[config.mk]
export PLATFORM = sky130hd
export DESIGN_NAME = icache_direct
export DESIGN_NICKNAME = d
export VERILOG_FILES = /design/src/rtl/icache_direct.sv
export SDC_FILE = /design/constraint.sdc
export NUM_CORES = 1
export LEC_CHECK = 0
export BUFFER_PORTS_ARGS = -buffer_cell sky130_fd_sc_hd__buf_2
export CORE_MARGIN = 5
export CORE_UTILIZATION = 47
export CTS_CLUSTER_DIAMETER = 150
export DETAILED_ROUTE_END_ITERATION = 10
export PLACE_DENSITY = 0.73
export SLEW_MARGIN = 15
export SYNTH_ARGS = -nofsm -noshare
export SYNTH_HDL_FRONTEND = slang
export SYNTH_SLANG_ARGS = --single-unit
[constraint.sdc]
create_clock -name clk_in -period 11.95 [get_ports clk_in]
set_input_delay 0.5975 -clock clk_in [delete_from_list [all_inputs] [get_ports clk_in]]
set_output_delay 0.5975 -clock clk_in [all_outputs]
set_load 0.03 [all_outputs]
[src/rtl/icache_direct.sv]
// Direct-mapped, one-word-per-line instruction cache between fetcher and memory controller.
// Hits answer one cycle after sampling; misses fetch a single word, fill the line, then answer.
module icache_direct #(
  parameter int INDEX_BITS = 4
) (
  input  logic        clk_in,
  input  logic        rst_in,
  input  logic        rdy_in,
  input  logic        flush_in,
  input  logic        fetch_valid,
  input  logic [31:0] fetch_addr,
  output logic        ins_valid,
  output logic [31:0] ins_out,
  output logic [31:0] ins_addr,
  output logic        mem_need,
  output logic [31:0] mem_addr,
  input  logic        mem_ready,
  input  logic [31:0] mem_ins
);

  localparam int LINES = 1 << INDEX_BITS;
  localparam int TAG_W = 30 - INDEX_BITS;

  typedef enum logic [1:0] {IDLE, RESP, MISS, DROP} state_t;

  state_t      state_q, state_d;
  logic        ins_valid_q, ins_valid_d;
  logic [31:0] ins_out_q, ins_out_d;
  logic [31:0] ins_addr_q, ins_addr_d;
  logic        mem_need_q, mem_need_d;
  logic [31:0] mem_addr_q, mem_addr_d;

  logic [LINES-1:0] valid_q;
  logic [TAG_W-1:0] tag_q  [LINES];
  logic [31:0]      data_q [LINES];

  logic [INDEX_BITS-1:0] fetch_idx;
  logic [TAG_W-1:0]      fetch_tag;
  logic [31:0]           fetch_aligned;
  logic                  fetch_hit;
  logic                  fill_en;
  logic [INDEX_BITS-1:0] fill_idx;
  logic [TAG_W-1:0]      fill_tag;
  logic                  unused_addr_bits;

  assign unused_addr_bits = ^fetch_addr[1:0];

  assign fetch_idx     = fetch_addr[INDEX_BITS+1:2];
  assign fetch_tag     = fetch_addr[31:INDEX_BITS+2];
  assign fetch_aligned = {fetch_addr[31:2], 2'b00};
  assign fetch_hit     = valid_q[fetch_idx] && (tag_q[fetch_idx] == fetch_tag);

  // The outstanding miss address always names the line being filled.
  assign fill_idx = mem_addr_q[INDEX_BITS+1:2];
  assign fill_tag = mem_addr_q[31:INDEX_BITS+2];

  always_comb begin
    state_d     = state_q;
    ins_valid_d = 1'b0;
    ins_out_d   = ins_out_q;
    ins_addr_d  = ins_addr_q;
    mem_need_d  = mem_need_q;
    mem_addr_d  = mem_addr_q;
    fill_en     = 1'b0;
    unique case (state_q)
      IDLE: begin
        if (fetch_valid && !flush_in) begin
          if (fetch_hit) begin
            ins_out_d   = data_q[fetch_idx];
            ins_addr_d  = fetch_aligned;
            ins_valid_d = 1'b1;
            state_d     = RESP;
          end else begin
            mem_addr_d = fetch_aligned;
            mem_need_d = 1'b1;
            state_d    = MISS;
          end
        end
      end
      RESP: state_d = IDLE;
      MISS: begin
        if (mem_ready) begin
          fill_en    = 1'b1;
          mem_need_d = 1'b0;
          if (flush_in) begin
            state_d = IDLE;
          end else begin
            ins_out_d   = mem_ins;
            ins_addr_d  = mem_addr_q;
            ins_valid_d = 1'b1;
            state_d     = RESP;
          end
        end else if (flush_in) begin
          // The memory controller cannot abort, so the fill is still awaited.
          state_d = DROP;
        end
      end
      DROP: begin
        if (mem_ready) begin
          fill_en    = 1'b1;
          mem_need_d = 1'b0;
          state_d    = IDLE;
        end
      end
      default: state_d = IDLE;
    endcase
  end

  always_ff @(posedge clk_in) begin
    if (!rst_in) begin
      state_q     <= IDLE;
      ins_valid_q <= 1'b0;
      ins_out_q   <= '0;
      ins_addr_q  <= '0;
      mem_need_q  <= 1'b0;
      mem_addr_q  <= '0;
      valid_q     <= '0;
    end else if (rdy_in) begin
      state_q     <= state_d;
      ins_valid_q <= ins_valid_d;
      ins_out_q   <= ins_out_d;
      ins_addr_q  <= ins_addr_d;
      mem_need_q  <= mem_need_d;
      mem_addr_q  <= mem_addr_d;
      if (fill_en) valid_q[fill_idx] <= 1'b1;
    end
  end

  always_ff @(posedge clk_in) begin
    if (rst_in && rdy_in && fill_en) begin
      tag_q[fill_idx]  <= fill_tag;
      data_q[fill_idx] <= mem_ins;
    end
  end

  // A flush in the response cycle cancels delivery of the registered instruction.
  assign ins_valid = ins_valid_q && !flush_in;
  assign ins_out   = ins_out_q;
  assign ins_addr  = ins_addr_q;
  assign mem_need  = mem_need_q;
  assign mem_addr  = mem_addr_q;

endmodule

After elaboration in Yosys (flattened, before gate mapping):

Memories as Yosys holds them, arrays and structs flattened.
Index checks and enable logic that the tools add are counted.

* logic and storage cells: 76
* bits in writable memories: 928
* bits of input ports: 70
* memories kept: 2
* register bits after elaboration: 114
* output and inout bits: 98

* bitwise logic cells: 2
* multiplexer cells: 34
* reductions and logical operators: 16
* eq/ne operators: 12
* order comparisons: 3

Memories
* data_q: depth 16, width 32, read ports 1, clocked after Yosys merged registers in 0, wr ports 1, line 35 `logic [31:0] data_q [LINES];`
* tag_q: depth 16, width 26, read ports 1, clocked after Yosys merged registers in 0, wr ports 1, line 34 `logic [TAG_W-1:0] tag_q [LINES];`

Operators with widths (number)
* $mux W32: 8
* $pmux W32 S2: 2
* $eq A26 B26 Y1: 1
* $or A16 B16 Y16: 1
* $mux W1: 14
* $ne A2 B2 Y1 const B: 6
* $lt A4 B5 Y1 const B: 2
* $mux W2: 5
* $pmux W2 S4: 1
* $reduce_and A4 Y1: 2
* $logic_and A1 B1 Y1: 6
* $reduce_and A6 Y1: 1
* $reduce_and A5 Y1: 1
* $bmux W1 S4: 1
* $demux W1 S4: 1
* $eq A2 B2 Y1 const B: 2
* $ge A4 B1 Y1 const B: 1
* $pmux W1 S2: 2
* $reduce_bool A2 Y1: 2
* $ne A3 B3 Y1 const B: 1
* $eq A2 B1 Y1 const B: 1
* $logic_not A2 Y1: 1
* $ne A2 B1 Y1 const B: 1
* $reduce_and A2 Y1: 1
* other kinds (3): 3

Longest topological paths before layout:

Gate-level depths: netlist of run 1.

* depth after elaboration: 6
* mapped depth: 16
* gate-level depth less buffers: 9

Least setup slack after synthesis of run 1:

OpenSTA, ideal clock, no wires.

* kind: input-to-reg
* start: input rst_in
* end: memory data_q[0][0], enable pin
* stages on the path: 4
* setup slack: 6100 ps
* buffers on the path: 1
* data arrival time: 5303 ps
* required time: 11402 ps
* cell sequence: clkbuf_1 -> nand2_1 -> or3_1 -> nor3_1

* longest elaborated chain between the ends: 4

RTL lines
* start: declaration: line 7 `input logic rst_in,`
* $logic_and A1 B1 Y1 (2 in a row): line 130 `if (rst_in && rdy_in && fill_en) begin`
* $mux W1: line 130
* $mux W1 (not written as such): line 132 `data_q[fill_idx] <= mem_ins;`
* end: declaration: line 35

No other way between the ends.

Worst setup path in the final report of run 1:

* start: input fetch_addr[4]
* end: register ins_out_q[1] (netlist: ins_out[1])

* longest elaborated chain between the ends: 5

RTL lines
* start: declaration: line 11 `input logic [31:0] fetch_addr,`
* $mem_v2 Z16 W26 / $bmux W1 S4 (equally long branches)
* $eq A26 B26 Y1 / $mux W1 (equally long branches): line 51 `assign fetch_hit = valid_q[fetch_idx] && (tag_q[fetch_idx] == fetch_tag);`
* $logic_and A1 B1 Y1: line 51
* $ne A2 B2 Y1 (no source line)
* $reduce_and A6 Y1 (no source line)
* end signal: assignment: line 121 `ins_out_q <= ins_out_d;`
* end: declaration: line 28 `logic [31:0] ins_out_q, ins_out_d;`

Parallel ways exist; a longest one is shown, timed or not. The select of a mux whose other input is x is not followed.
A chain may end at the register's enable or synchronous reset.

==> results of run 1 <==
[area by class of cell]
class                   count  area, um2
well taps                1155       1450
repair buffers            195       1110
clock inverters            47        582
inverters                   5       18.8
clock buffers             135       2710
flip-flops and latches   1040      30100
diodes                      5       12.5
fillers                  6407      40300
multi-input cells         848      10100
[sequential cells by signal (all words and copies together) (netlist names)]
signal,count
data_q,512
ins_addr,30
ins_out,32
ins_valid_q,1
mem_addr,30
mem_need,1
state_q,2
tag_q,416
valid_q,16
[cell usage after synthesis, types with 2 or more instances]
library cell	n	area [um2]
nand3_1	7	35.0
buf_1	10	37.5
o21ai_0	4	20.0
o21a_1	2	15.0
inv_1	3	11.3
nand4b_1	2	17.5
buf_6	9	101
xor2_1	10	87.6
mux2_2	69	777
nor4_1	4	25.0
buf_2	34	170
nand4_1	4	25.0
nor2b_1	9	56.3
a221oi_1	3	26.3
a21oi_1	6	30.0
nor3_1	6	30.0
o211ai_1	3	22.5
a211oi_1	2	15.0
buf_4	18	135
clkbuf_1	45	169
xnor2_1	29	254
nor2_1	16	60.1
mux2i_1	152	1520
edfxtp_1	928	27900
nand2b_1	7	43.8
nand2_1	207	777
a21o_1	16	120
a22oi_1	10	75.1
mux4_2	256	5770
dfxtp_1	112	2240
o22ai_1	3	18.8
[path summary, 6_finish.rpt]
kind | from | to | slack [ps] | cells past startpoint
worst max-delay path | fetch_addr[4] | ins_out[1] | 6440 | 11
worst min-delay path | fetch_addr[18] | mem_addr[18] | 230 | 3
worst max register to register | tag_q[3][10] | ins_out[1] | 7860 | 10
worst min register to register | valid_q[8] | valid_q[8] | 450 | 1
[worst min-delay path: cells and delay by family]
kind	cells	cell delay [ps]
multiplexers	1	60
buffers and inverters	1	110
AND/OR/NAND/NOR	1	50
[per-stage QoR]
step | area, um2 | hold WS [ps]
final | 46100 | 233
after global routing | 46100 | 234
after CTS | 46100 | 197
after detailed placement | 42800 | 435
after global placement | 42800 | 427
after floorplan | 40700 | 421
[per-layer routing]
metal  up-vias  GRT usage
met3       132     0.0351
met4         2     0.0559
li1       8465          -
met5         -          0
met1     10600      0.267
met2       902      0.334
[power by group through the flow]
| stage | clock network, mW | registers, mW | logic (mW) |
|---|---|---|---|
| 6_report | 3.16 | 3.97 | 0.329 |
| 5_1_grt | 3.36 | 3.97 | 0.354 |
| 4_1_cts | 3.21 | 3.97 | 0.333 |
| 3_5_place_dp | 0 | 4.05 | 0.331 |
| 3_3_place_gp | 0 | 4.04 | 0.323 |
| 2_1_floorplan | 0 | 4.05 | 0.219 |
[cell usage in the layout, fill, tap and decap left out, drive strengths merged, types with 9 or more instances in the layout]
cell    instances
xor2           10
buf           194
mux4          256
dfxtp         112
a21o           16
bufinv         12
edfxtp        928
xnor2          29
nor2b           9
mux2           69
nand2         207
clkbuf        136
clkinv         30
a22oi          10
nor2           16
mux2i         152
[cells by family after synthesis]
group,synth area share
flip-flops,0.740
multiplexers,0.198
AND/OR/NAND/NOR,0.0280
buffers and inverters,0.0155
AO/OA/AOI/OAI,0.0100
XOR/XNOR,0.00839
other,0.0000921
==> results.yml, run 1 <==
route:
  via_per_inst: 5.86
  wl_met2_um: 47200
  route.top_layer_used: "met5"
  wl_per_cell_um: 27.0
  vias: 20100
  met1_length_um: 35900
  ant_nets: 0
  drt_wl_total_um: 92700
  dr_wl_met3_um: 7450
  drc_errors: 0
  first_pass_iters: 7
  dr.first_iter.drc_count: 2452
final_layout:
  area_delta_synth_final_pct: 13.3
  stdcell_count: 3430
  finish.utilization: 0.534
  nets: 2258
  drive_gt1_frac: 0.302
worst_setup_path:
  path_delay_family: "buffers and inverters"
  critPathRequiredTime_ps: 12450
  path_cells: "buf_4 > buf_4 > clkinv_1 > mux4_2 > xnor2_1 > o211ai_1 > or4_1 > nor4_1 > o21ai_4 > buf_4 > mux2i_1"
  critPathKind: "input port to flop"
  cpMostUsedCell: "buf_4"
  max_stage_delay_ps: 830
  cp.arrival_ps: 6010
  crit_slowest_cell: "buf_4"
  critPathMaxFanout: 51
  start_kind: "input port"
  cp-end-kind: "flop"
  critical_path_buf_inv_count: 4
power:
  p_switching_mw: 1.52
  power_switching_share: 0.203
  peakVddDrop_mv: 0.109
  total_power_mw: 7.46
  power_frac_comb: 0.044
  internal_power_mw: 5.95
  leakage_nw: 16.3
  seqPwrFrac: 0.532
  clockPowerShare: 0.424
  pwr_density_cell_nw_per_um2: 162
timing:
  rsz0062_at_grt: "no"
  final-hold-violation-count: 0
  fin_crit_sh: 0.461
  worst_pin_slew_ps: 1180
  relSlewSlack: 0.215
  setup_viol: 0
  period_needed_ps: 5510
  setup_ws_ps: 6440
  max_freq_ghz: 0.181
  fin_skew_ps: 25.6
  setup_tns_ps: 0
  maxSlewViolCount: 0
clock_network:
  clkSinkCount: 1040
  postCtsSetupRepairBufs: 0
  cts_resized: 0
  h-tree-depth: 3
  clk_transition_reported_paths_ps: 60
  worst_skew_pair.late_latency_ps: 660
  numCtsBuffers: 98
  cts_tree: "built"
  cts_hold_buf: 0
  cts-root-buf: "clkbuf_16"
  clockBufferDepth: 3
synthesis:
  yosysWarnings: 0
  synth_cell_types: 51
  syn_inst: 2006
  seq_area_frac_synth: 0.740
  synth_edf_count: 928
  synth.avg_cell_area_um2: 20.3
  async_flop_share: 0
  netlist_area_um2: 40700
  synth_seq_cells: 1040
  synth-main-ff-cell: "edfxtp_1"
floorplanning:
  coreArea_um2: 86300
  io_pins: 168
  fp.dieH_um: 304
  initial_core_util: 0.471
  placementRows: 108
  die_area_um2: 92600
  die_w_um: 304
status:
  status: "finished, final reports clean"
global_routing:
  grt_pass1_vias: 20800
  grt.total_usage: 0.197
  grt_pass1_wl_um: 137000
  grt_max_degree: 119
  overflow: 0
  antenna_found_initial: 9
placement:
  preCtsSetupSlack_ps: 5710
  place_inst: 3243
  dpl.hpwl_um: 48400
  port_buffers: 161
  gp_congestion: 0.733
worst_hold_path:
  min_path_type: "input port to flop"
run:
  maxCapViolations: 0
Power figures use the tool's default switching activity.
==> run 2, diff against run 1 <==
==> constraint.sdc (replaced) <==
create_clock -name clk_in -period 5.2 [get_ports clk_in]
set_input_delay 0.26 -clock clk_in [delete_from_list [all_inputs] [get_ports clk_in]]
set_output_delay 0.26 -clock clk_in [all_outputs]
set_load 0.03 [all_outputs]
==> run 2 against run 1 <==
Net effect: die area unchanged; sequential share of layout area decreased by 0.86 points; highest routed layer unchanged; final cell count is 2.2% higher; register-to-register slack got worse by 6700 ps; largest power group unchanged; global-route usage shrank 0.24 points; clock-buffer cell count is 3 lower; worst hold slack worse by 140 ps; setup slack got worse by 5300 ps.
==> results.yml, run 2 (synthesis gave the netlist of run 1 again) <==
worst_hold_path:
  min_path_type: "input port to flop"
final_layout:
  area_delta_synth_final_pct: 14.8
  drive_gt1_frac: 0.296
  largest-register: "data_q"
  fillers: 6427
  largest_reg_flops: 512
  nets: 2339
  final_common_cell: "edfxtp_1"
  layout_common_cells: "928 x edfxtp_1, 256 x mux4_2, 206 x nand2_1"
timing:
  maxSlewViolCount: 0
  period_needed_ps: 4050
  fin_crit_sh: 0.779
  whs_ps: 96.2
  final-hold-violation-count: 0
  worst_pin_slew_ps: 991
  max_freq_ghz: 0.247
  setup_tns_ps: 0
  rsz0062_at_grt: "no"
  fin_skew_ps: 21.4
  relSlewSlack: 0.339
  setup_viol: 0
clock_network:
  clk_transition_reported_paths_ps: 60
  clockBufferDepth: 3
  clkSinkCount: 1040
  cts_resized: 0
  numCtsBuffers: 98
  cts-root-buf: "clkbuf_16"
  postCtsSetupRepairBufs: 0
  h-tree-depth: 3
  cts_tree: "built"
  worst_skew_pair.late_latency_ps: 660
route:
  dr.first_iter.drc_count: 2271
  drc_errors: 0
  first_pass_iters: 5
  drt_wl_total_um: 91100
  vias: 20200
  ant_nets: 0
  via_per_inst: 5.77
  wl_per_cell_um: 26.0
global_routing:
  grt_max_degree: 101
  grt_pass1_wl_um: 137000
  antenna_found_initial: 3
  grt_pass1_vias: 21500
  overflow: 0
  grt.total_usage: 0.195
power:
  internal_power_mw: 13.2
  seqPwrFrac: 0.547
  power_switching_share: 0.207
  pwr_density_cell_nw_per_um2: 357
  leakage_nw: 16.5
  p_switching_mw: 3.45
  peakVddDrop_mv: 0.238
  power_frac_comb: 0.048
  clockPowerShare: 0.405
floorplanning:
  die_w_um: 304
  io_pins: 168
  die_area_um2: 92600
  placementRows: 108
  fp.dieH_um: 304
  coreArea_um2: 86300
  initial_core_util: 0.471
worst_setup_path:
  path_cells: "mux4_2 > mux2i_1 > xnor2_1 > nor4_1 > nand2_1 > a2111o_1 > nor3_1 > nor2_4 > buf_4 > mux2i_1 > dlygate4sd3_1"
  crit_slowest_cell: "nor4_1"
  critPathMaxFanout: 13
  critPathKind: "flop to flop"
  cp-end-kind: "flop"
  critPathRequiredTime_ps: 5730
  max_stage_delay_ps: 620
  start_kind: "flop"
  cp.arrival_ps: 4580
  cpMostUsedCell: "mux2i_1"
run:
  maxCapViolations: 0
status:
  status: "finished, final reports clean"
placement:
  port_buffers: 161
  dpl.hpwl_um: 48900
  gp_congestion: 0.777
run 2: changes by cell type in the layout (fill, tap and decap cells not counted), moves of 2 or more:
cell	delta
nor3_4	+4
clkinvlp_4	-3
diode_2	-4
clkinv_2	+5
dlygate4sd3_1	+63
buf_4	+9
nor3_2	-4
clkinv_1	+9
buf_12	+9
clkbuf_8	-3
bufinv_16	-9
clkbuf_1	-2
run 2: metal layers:
layer  GRT usage  wire, um  vias up
met1       0.265     36800    10600
met2       0.329     45600      803
met5           0        27        -
met4      0.0544      2010        4
met3      0.0351      6590      135
li1            -         -     8640
run 2: through the flow:
stage | total power, mW | cells | utilization | area, um2 | setup WS (ps)
after floorplan | 9.81 | 2009 | - | 40700 | 1210
after global placement | 10.0 | 3261 | 0.499 | 43100 | 934
after global routing | 17.2 | 3506 | 0.541 | 46700 | 824
final | 16.7 | 3506 | 0.541 | 46700 | 1150
after CTS | 16.8 | 3505 | 0.541 | 46700 | 1180
after detailed placement | 10.1 | 3261 | 0.499 | 43100 | 848
run 2: layout make-up:
type	instances	area (um2)	share of cell area
Inverter	5	18.8	0.000402
Antenna cell	1	2.50	0.0000536
Sequential cell	1040	30100	0.645
Timing Repair Buffer	276	1980	0.0425
Clock buffer	132	2680	0.0575
Clock inverter	49	338	0.00723
Multi-Input combinational cell	848	10100	0.217
Tap cell	1155	1450	0.0309
run 2: power groups by stage:
stage	clock network, mW	registers, mW	logic (mW)
CTS	6.87	9.12	0.807
global route	7.22	9.12	0.859
global placement	0	9.30	0.745
finish	6.74	9.12	0.800
detailed placement	0	9.30	0.762
floorplan	0	9.31	0.504
run 2: path summary, 6_finish.rpt:
path / startpoint / slack [ps] / cells after the start / end
hold / removal: flush_in / 100 / 4 / state_q[0]
setup reg to reg: tag_q[11][23] / 1150 / 11 / mem_addr[10]
setup / recovery: tag_q[11][23] / 1150 / 11 / mem_addr[10]
hold reg to reg: valid_q[2] / 450 / 1 / valid_q[2]
run 2: worst max-delay path: cells and delay by family, from the launching register on:
kind / cells / cell delay, ps
AND/OR/NAND/NOR: 4 / 1330
multiplexers: 3 / 850
XOR/XNOR: 1 / 110
AO/OA/AOI/OAI: 1 / 470
buffers and inverters: 2 / 790
flip-flops: 1 / 370
run 2: repair_timing:
item / in CTS / in global routing
endpoints found under the hold margin: 556 / 0
endpoints found under the setup margin: 0 / 0
hold buffers: 63 / 0
